File: src/rtl/bus_arbiter_4_pkg.sv
`default_nettype none
// ============================================================================
// Module      : bus_arbiter_4_pkg
// Description : Shared types and constants for the 4-requester round-robin
//               bus arbiter (state encoding, requester indices, data width).
// Revision    : 1.0 - initial release
// ============================================================================
package bus_arbiter_4_pkg;

    // Arbiter sequencer states
    typedef enum logic [0:0] {
        ARB_IDLE = 1'b0,
        ARB_BUSY = 1'b1
    } arb_state_t;

    // Requester slot assignment on the shared write/transfer port
    localparam logic [1:0] REQ_ALU  = 2'd0;
    localparam logic [1:0] REQ_LOAD = 2'd1;
    localparam logic [1:0] REQ_PC4  = 2'd2;
    localparam logic [1:0] REQ_IMM  = 2'd3;

    // Default requester word width
    localparam int DW_DEFAULT = 32;

    // Binary index to one-hot grant vector
    function automatic logic [3:0] onehot4(input logic [1:0] idx);
        return 4'b0001 << idx;
    endfunction

endpackage : bus_arbiter_4_pkg
`default_nettype wire

File: src/rtl/bus_arbiter_4_rr_pick_4.sv
`default_nettype none
// ============================================================================
// Module      : rr_pick_4
// Description : Combinational round-robin picker. Scans requesters starting
//               one past the last winner and wrapping, so the last winner
//               has the lowest priority.
// Revision    : 1.0 - initial release
// ============================================================================
module rr_pick_4 (
    input  logic [3:0] req,
    input  logic [1:0] last,
    output logic       valid,
    output logic [1:0] idx
);

    // Walk offsets 4 down to 1 so the nearest requester after last wins
    always_comb begin
        logic [1:0] w_cand;
        valid  = 1'b0;
        idx    = last;
        w_cand = 2'd0;
        for (int k = 4; k >= 1; k--) begin
            w_cand = last + 2'(k);
            if (req[w_cand]) begin
                valid = 1'b1;
                idx   = w_cand;
            end
        end
    end

endmodule : rr_pick_4
`default_nettype wire

File: src/rtl/bus_arbiter_4.sv
`default_nettype none
// ============================================================================
// Module      : bus_arbiter_4
// Description : Four-requester round-robin arbiter for the shared 32-bit
//               write/transfer port. Captures the winning word into an output
//               register, drives the registered select code and holds the
//               transfer until the consumer accepts it.
//               Optional feature macro: ARB_LOCK_EN (requester lock/ownership).
// Revision    : 1.0 - initial release
// ============================================================================
module bus_arbiter_4
    import bus_arbiter_4_pkg::*;
#(
    parameter int DW = DW_DEFAULT
) (
    input  logic          clk,
    input  logic          rst,
    input  logic [3:0]    req,
    input  logic [DW-1:0] data0,
    input  logic [DW-1:0] data1,
    input  logic [DW-1:0] data2,
    input  logic [DW-1:0] data3,
    input  logic [3:0]    lock,
    output logic [3:0]    ack,
    output logic [3:0]    gnt,
    output logic [1:0]    sel,
    output logic          out_valid,
    output logic [DW-1:0] out_data,
    input  logic          out_ready
);

    arb_state_t    r_state;
    logic [1:0]    r_last;

    logic          w_rr_valid;
    logic [1:0]    w_rr_idx;
    logic          w_win_valid;
    logic [1:0]    w_win_idx;
    logic [DW-1:0] w_win_data;

    rr_pick_4 u_rr_pick (
        .req   (req),
        .last  (r_last),
        .valid (w_rr_valid),
        .idx   (w_rr_idx)
    );

`ifdef ARB_LOCK_EN
    logic          r_owner_valid;
    logic [1:0]    r_owner;
    logic          w_owner_hit;

    // A still-requesting lock owner overrides the round-robin choice
    assign w_owner_hit = r_owner_valid & req[r_owner];
    assign w_win_valid = w_owner_hit | w_rr_valid;
    assign w_win_idx   = w_owner_hit ? r_owner : w_rr_idx;
`else
    logic          w_lock_unused;

    // Lock input is accepted but has no effect in the pure round-robin build
    assign w_lock_unused = ^lock;
    assign w_win_valid   = w_rr_valid;
    assign w_win_idx     = w_rr_idx;
`endif

    // Select the winning requester's word for capture
    always_comb begin
        w_win_data = data0;
        case (w_win_idx)
            REQ_ALU:  w_win_data = data0;
            REQ_LOAD: w_win_data = data1;
            REQ_PC4:  w_win_data = data2;
            REQ_IMM:  w_win_data = data3;
            default:  w_win_data = data0;
        endcase
    end

    // Accept strobe goes back only to the granted requester
    assign ack = gnt & {4{out_valid & out_ready}};

    // Grant sequencer: capture in IDLE, hold in BUSY until the consumer accepts
    always_ff @(posedge clk) begin
        if (rst) begin
            r_state       <= ARB_IDLE;
            gnt           <= 4'b0000;
            sel           <= 2'd0;
            out_valid     <= 1'b0;
            out_data      <= '0;
            r_last        <= 2'd3;
`ifdef ARB_LOCK_EN
            r_owner_valid <= 1'b0;
            r_owner       <= 2'd0;
`endif
        end else begin
            case (r_state)
                ARB_IDLE: begin
`ifdef ARB_LOCK_EN
                    // Owner that stopped requesting gives up its lock now
                    if (r_owner_valid && !req[r_owner]) begin
                        r_owner_valid <= 1'b0;
                    end
`endif
                    if (w_win_valid) begin
                        gnt       <= onehot4(w_win_idx);
                        sel       <= w_win_idx;
                        out_data  <= w_win_data;
                        out_valid <= 1'b1;
                        r_state   <= ARB_BUSY;
                    end else begin
                        gnt       <= 4'b0000;
                        out_valid <= 1'b0;
                    end
                end
                ARB_BUSY: begin
                    if (out_ready) begin
                        r_last    <= sel;
                        out_valid <= 1'b0;
                        gnt       <= 4'b0000;
                        r_state   <= ARB_IDLE;
`ifdef ARB_LOCK_EN
                        r_owner_valid <= lock[sel];
                        r_owner       <= sel;
`endif
                    end
                end
                default: begin
                    r_state <= ARB_IDLE;
                end
            endcase
        end
    end

endmodule : bus_arbiter_4
`default_nettype wire

File: config.mk
export PLATFORM = sky130hd
export DESIGN_NAME = bus_arbiter_4
export DESIGN_NICKNAME = d
export VERILOG_FILES = /design/src/rtl/bus_arbiter_4_pkg.sv /design/src/rtl/bus_arbiter_4_rr_pick_4.sv /design/src/rtl/bus_arbiter_4.sv
export SDC_FILE = /design/constraint.sdc
export NUM_CORES = 1
export LEC_CHECK = 0
export ABC_AREA = 0
export BUFFER_PORTS_ARGS = -buffer_cell sky130_fd_sc_hd__clkbuf_2
export CAP_MARGIN = 20
export CORE_MARGIN = 4
export CORE_UTILIZATION = 40
export CTS_CLUSTER_SIZE = 25
export DETAILED_ROUTE_END_ITERATION = 16
export GPL_ROUTABILITY_DRIVEN = 0
export GPL_TIMING_DRIVEN = 1
export PLACE_DENSITY_LB_ADDON = 0.3
export SLEW_MARGIN = 15
export SYNTH_ARGS = -nofsm -noshare
export SYNTH_HDL_FRONTEND = slang
export SYNTH_SLANG_ARGS = --single-unit
File: constraint.sdc
create_clock -name clk -period 2.1 [get_ports clk]
set_input_delay 0.21 -clock clk [delete_from_list [all_inputs] [get_ports clk]]
set_output_delay 0.21 -clock clk [all_outputs]
set_load 0.05 [all_outputs]
==> run_results.csv, run 1 <==
group,metric,value,unit
setup_path,r2r_start,"r_last[1]",
floorplanning,die_w,84.5,um
setup_path,r2r-end,"out_data[12]",
routing,drtAntennaViolNets,0,
final_layout,mostFrequentLayoutCells,"177 x clkbuf_2, 65 x mux2i_1, 42 x dfxtp_1",
routing,detail_route.wl_per_cell,14.2,um
yosys,yosys.cell_types.count,29,
yosys,yosysSeqAreaShare,0.360,
timing,setup_tns,0,ns
setup_path,startpoint_type,"register",
run,maxCapViolations,0,
timing,period_needed,1.87,ns
pwr,powerDensity,758,mW/mm2
worst_hold_path,min_to,"out_data[23]",
final_layout,fin_cells,481,
timing,fmax,0.534,GHz
yosys,synth_fp_nets,375,
clock_tree,clock_latency,0.28,ns
global_route,grt_pass1_vias,2396,
timing,worst_pin_slew,0.660,ns
worst_hold_path,min_delay_path_depth,3,
final_layout,drive_above_1_share,0.474,
floorplanning,io_pins,182,
placed_design,placed_area,0.00323,mm2
timing,drv_slew,0,
global_route,gr-usage-all-layers,0.183,
yosys,syn_avg_cell_area,9.91,um2
routing,finalWirelength,6820,um
clock_tree,post-cts-setup-buffers,0,
timing,rsz0062_at_grt,"no",
yosys,synth-seq-cells,42,
pwr,total_leakage_power,1.83,nW
placed_design,dp.cells,473,
outcome,status,"finished, final reports clean",
clock_tree,cts_hold_buf,0,
clock_tree,clkTransAtPathRegs,0.08,ns
pwr,vdd_drop_max,332,uV
routing,first_pass_iters,6,
clock_tree,cts-buffers-inserted,5,
setup_path,critPathRequiredTime,2.25,ns
setup_path,r2r_slack,0.23,ns
clock_tree,cts_sinks,42,
setup_path,endpoint_kind,"register",
final_layout,synthToLayoutAreaGrowth,41.9,%
global_route,grt_pass1_wl,10900,um
clock_tree,cts_htree_levels,2,
routing,vias,2479,
floorplanning,die_y,84.5,um
final_layout,antenna_cells,0,
setup_path,crit_type,"reg2reg",
global_route,overflow,0,
final_layout,finalNetCount,547,
setup_path,path_max_fanout,36,
routing,drcViolationCount,0,
worst_hold_path,worstHoldStart,"data1[23]",
timing,relSlewSlack,0.560,
yosys,netlist_area,0.00234,mm2
clock_tree,root_buffer,"clkbuf_8",
setup_path,cp.arrival,2.02,ns
floorplanning,core,0.00557,mm2
timing,skew,0.00321,ns
timing,hold_viol,0,
routing,drtIter0Drc,79,
global_route,antenna_found_initial,0,
floorplanning,initial_utilization,0.420,
worst_hold_path,hold_class,"in2reg",
final_layout,final_common_cell,"clkbuf_2",
yosys,ys_warn_count,0,
timing,hold_ws,0.210,ns
clock_tree,cts_tree,"built",
timing,setup-violations-final,0,
yosys,netlist_instances,236,
final_layout,fin_area,0.00332,mm2
clock_tree,clock_path_buffers,2,
floorplanning,dieArea,0.00713,mm2
setup_path,reg2reg_depth,6,
global_route,grt_max_degree,37,
placed_design,io_buffers,177,
timing,fin_crit_sh,0.892,
placed_design,hpwlAfterDp,5510,um
clock_tree,ctsResizeCount,0,
routing,routed_via_density,5.15,
floorplanning,placementRows,27,
## cell type report
type / count / area [um2]
repair buffers: 184 / 963
well taps: 72 / 90.1
flip-flops and latches: 42 / 841
clock buffers: 7 / 86.3
fillers: 502 / 2250
multi-input cells: 175 / 1330
clock inverters: 1 / 5.00
## power by group
part | internal (mW) | total, mW | switching (mW)
Combinational | 0.361 | 1.02 | 0.658
Clock | 0.265 | 0.531 | 0.265
Sequential | 0.902 | 0.965 | 0.0631
Total | 1.53 | 2.52 | 0.986
## per-stage QoR
stage	power [mW]	setup slack (ns)	util
6_report	2.52	0.227	0.596
5_1_grt	2.65	0.101	0.596
4_1_cts	2.54	0.207	0.596
3_5_place_dp	2.01	0.249	0.579
3_3_place_gp	1.99	0.286	0.579
2_1_floorplan	1.74	0.466	-
## critical path, stage by stage (launching register included)
cell and delay, ns:
dfxtp_1 0.47, mux2i_1 0.21, nor2_1 0.09, nor3_4 0.29, buf_12 0.27, mux2i_1 0.23, o221ai_1 0.15
## cells in the mapped netlist
| master | instances | area share |
|---|---|---|
| a211o_1 | 2 | 0.0075 |
| a211oi_1 | 1 | 0.0032 |
| a21o_1 | 2 | 0.0064 |
| a21oi_1 | 1 | 0.0021 |
| a21oi_2 | 1 | 0.0037 |
| a22oi_1 | 4 | 0.013 |
| a31oi_1 | 1 | 0.0027 |
| and2_1 | 1 | 0.0027 |
| and3_1 | 6 | 0.016 |
| and3b_1 | 1 | 0.0037 |
| buf_1 | 1 | 0.0016 |
| buf_12 | 4 | 0.034 |
| buf_4 | 1 | 0.0032 |
| buf_6 | 1 | 0.0048 |
| bufbuf_8 | 1 | 0.0080 |
| clkbuf_1 | 10 | 0.016 |
| clkbuf_4 | 1 | 0.0032 |
| dfxtp_1 | 42 | 0.36 |
| mux2i_1 | 65 | 0.28 |
| nand2_1 | 33 | 0.053 |
| nand2b_1 | 4 | 0.011 |
| nand3b_1 | 1 | 0.0032 |
| nor2_1 | 13 | 0.021 |
| nor2b_1 | 1 | 0.0027 |
| nor3_1 | 2 | 0.0043 |
| nor3_4 | 1 | 0.0070 |
| o21a_1 | 1 | 0.0032 |
| o221ai_1 | 32 | 0.12 |
| or3_1 | 2 | 0.0053 |
## cell families (layout without fill, tap and decap cells)
kind of cell,count (synthesis),after routing,synth area share
AND/OR/NAND/NOR,65,65,0.129
buffers and inverters,19,192,0.0712
multiplexers,65,65,0.278
flip-flops,42,42,0.360
AO/OA/AOI/OAI,45,45,0.162
## state kept, by name, indices dropped and copies added, names as in the netlist
name	flops
out_data	32
gnt	4
r_state	1
r_last	2
sel	2
out_valid	1
## per-layer routing
layer	part of all wire	vias up	track usage
met5	0	-	0
met4	0.0050	0	0.0345
met3	0.090	2	0.0530
met2	0.52	107	0.349
met1	0.39	1132	0.203
li1	-	1238	-
## worst max-delay path by stage
| stage | slack (ns) | from | end | cells past startpoint |
|---|---|---|---|---|
| after floorplan | 0.47 | r_last[1] | out_data[17] | 7 |
| after global placement | 0.29 | r_last[1] | out_data[14] | 6 |
| after detailed placement | 0.25 | r_last[1] | out_data[25] | 6 |
| after CTS | 0.21 | r_last[1] | out_data[20] | 6 |
| after global routing | 0.10 | r_last[1] | out_data[22] | 6 |
| final | 0.23 | r_last[1] | out_data[12] | 6 |
(Power assumes the default switching activity.)
==> run 2, diff against run 1 <==
- CORE_ASPECT_RATIO: default -> 1.2
==> run 2 against run 1 <==
  * Final area increased by 0.30%
  * Global-route usage decreased by 0.33 points
  * Power decreased by 0.38%
  * Combinational power about the same
  * Sequential cell count unchanged
  * Sequential power decreased by 0.5%
  * Clock power about the same
  * Maximum frequency decreased by 2.3%
  * Utilization decreased by 0.81 points
  * Sequential share of layout area decreased by 0.076 points
==> run_results.csv, run 2 (same netlist as run 1, synthesis figures left out) <==
group,metric,value,unit
global_route,grt_pass1_vias,2397,
routing,detail_route.wl_per_cell,13.6,um
pwr,vdd_drop_max,356,uV
clock_tree,cts_htree_levels,2,
routing,finalWirelength,6630,um
routing,drtIter0Drc,88,
setup_path,cp_num_buf_inv,1,
timing,fin_crit_sh,0.912,
clock_tree,clock_path_buffers,2,
setup_path,cp_num_cells,6,
final_layout,multiInputGateArea,0.00133,mm2
clock_tree,root_buffer,"clkbuf_8",
setup_path,critPathRequiredTime,2.25,ns
pwr,powerDensity,753,mW/mm2
clock_tree,cts_sinks,42,
setup_path,r2r_start,"r_last[1]",
placed_design,dp.cells,481,
setup_path,r2r-end,"out_data[9]",
final_layout,drive_above_1_share,0.474,
global_route,grt_use_met3,0.0422,
floorplanning,dieArea,0.00714,mm2
floorplanning,die_w,77.8,um
timing,rsz0062_at_grt,"no",
clock_tree,cts-buffers-inserted,5,
timing,relSlewSlack,0.606,
floorplanning,initial_utilization,0.413,
clock_tree,clock_latency,0.28,ns
routing,routed_via_density,5.01,
global_route,busiest_layer,"met2",
placed_design,io_buffers,177,
global_route,overflow,0,
timing,skew,0.00259,ns
worst_hold_path,min_to,"out_data[23]",
timing,setup_tns,0,ns
placed_design,hpwlAfterDp,5370,um
routing,drcViolationCount,0,
setup_path,crit_slowest_cell,"dfxtp_1",
final_layout,regMostFlops,"out_data",
final_layout,largestRegisters,"out_data (32), gnt (4)",
final_layout,utilization,0.587,
timing,worst_pin_slew,0.590,ns
global_route,grt_max_degree,41,
pwr,total_leakage_power,1.83,nW
timing,hold_viol,0,
global_route,grt_pass1_wl,10700,um
setup_path,reg2reg_depth,6,
setup_path,r2r_slack,0.18,ns
floorplanning,die_y,91.8,um
outcome,status,"finished, final reports clean",
clock_tree,ctsResizeCount,0,
floorplanning,io_pins,182,
worst_hold_path,worstHoldStart,"data1[23]",
final_layout,nFillCells,518,
clock_tree,cts_tree,"built",
global_route,grt_use_met1,0.204,
routing,drtAntennaViolNets,0,
final_layout,largest_register_ffs,32,
global_route,gr-usage-all-layers,0.180,
final_layout,final_common_cell,"clkbuf_2",
floorplanning,core,0.00567,mm2
worst_hold_path,min_delay_path_depth,3,
timing,fmax,0.522,GHz
timing,period_needed,1.92,ns
run,maxCapViolations,0,
setup_path,path_max_fanout,40,
floorplanning,placementRows,30,
clock_tree,post-cts-setup-buffers,0,
final_layout,antenna_cells,0,
setup_path,cp.arrival,2.07,ns
final_layout,fin_cells,489,
setup_path,path_delay_family,"multiplexers",
final_layout,synthToLayoutAreaGrowth,42.4,%
timing,drv_slew,0,
routing,first_pass_iters,4,
routing,vias,2448,
setup_path,slowest_delay,0.46,ns
global_route,grtUsageMet2,0.324,
worst_hold_path,hold_class,"in2reg",
setup_path,crit_chain,"mux2i_1, nor2_1, nor3_4, buf_12, mux2i_1, o221ai_1",
timing,setup-violations-final,0,
final_layout,mostFrequentLayoutCells,"177 x clkbuf_2, 65 x mux2i_1, 42 x dfxtp_1",
setup_path,worst_path_most_repeated_cell,"mux2i_1",
final_layout,final-seq-area,841,um2
global_route,antenna_found_initial,0,
clock_tree,clkTransAtPathRegs,0.08,ns
setup_path,crit_type,"reg2reg",
final_layout,finalNetCount,547,
setup_path,endpoint_kind,"register",
clock_tree,cts_hold_buf,0,
setup_path,startpoint_type,"register",
[run 2: cell counts in the layout (fill, tap and decap cells not counted)]
No cell type changed its count.
[run 2: per-layer routing]
metal / wire length, um / vias to the layer above / part of all wire
met5: 0 / - / 0
met4: 119 / 0 / 0.018
li1: - / 1237 / -
met2: 3480 / 92 / 0.52
met3: 501 / 11 / 0.076
met1: 2530 / 1108 / 0.38
[run 2: where the power goes]
group	leakage, nW	internal (mW)	total [mW]	switching, mW
Clock	0.0482	0.265	0.528	0.263
Combinational	1.44	0.362	1.02	0.656
Sequential	0.347	0.902	0.960	0.0582
[run 2: worst max path at each step]
stage,startpoint,end,slack (ns)
after global placement,r_last[1],out_data[3],0.24
after global routing,r_last[1],out_data[7],0.03
after detailed placement,r_last[1],out_data[6],0.18
after CTS,r_last[1],out_data[6],0.17
after floorplan,r_last[1],out_data[17],0.47
final,r_last[1],out_data[9],0.18
[run 2: per-stage QoR]
step,setup WS [ns],hold slack [ns],power (mW),area (um2)
floorplan,0.466,0.408,1.74,2340
global placement,0.236,0.443,1.99,3240
detailed placement,0.184,0.451,2.01,3240
CTS,0.167,0.209,2.54,3330
global route,0.0325,0.228,2.64,3330
finish,0.184,0.212,2.51,3330
[run 2: cell type report]
cell class                      instances  share of cell area
Tap cell                               80              0.0301
Clock inverter                          1             0.00150
Timing Repair Buffer                  184               0.289
Sequential cell                        42               0.253
Clock buffer                            7              0.0259
Multi-Input combinational cell        175               0.401
[run 2: tightest hold or removal path: stages]
cell and delay (ns):
clkbuf_2 0.08, mux2i_1 0.05, o221ai_1 0.12
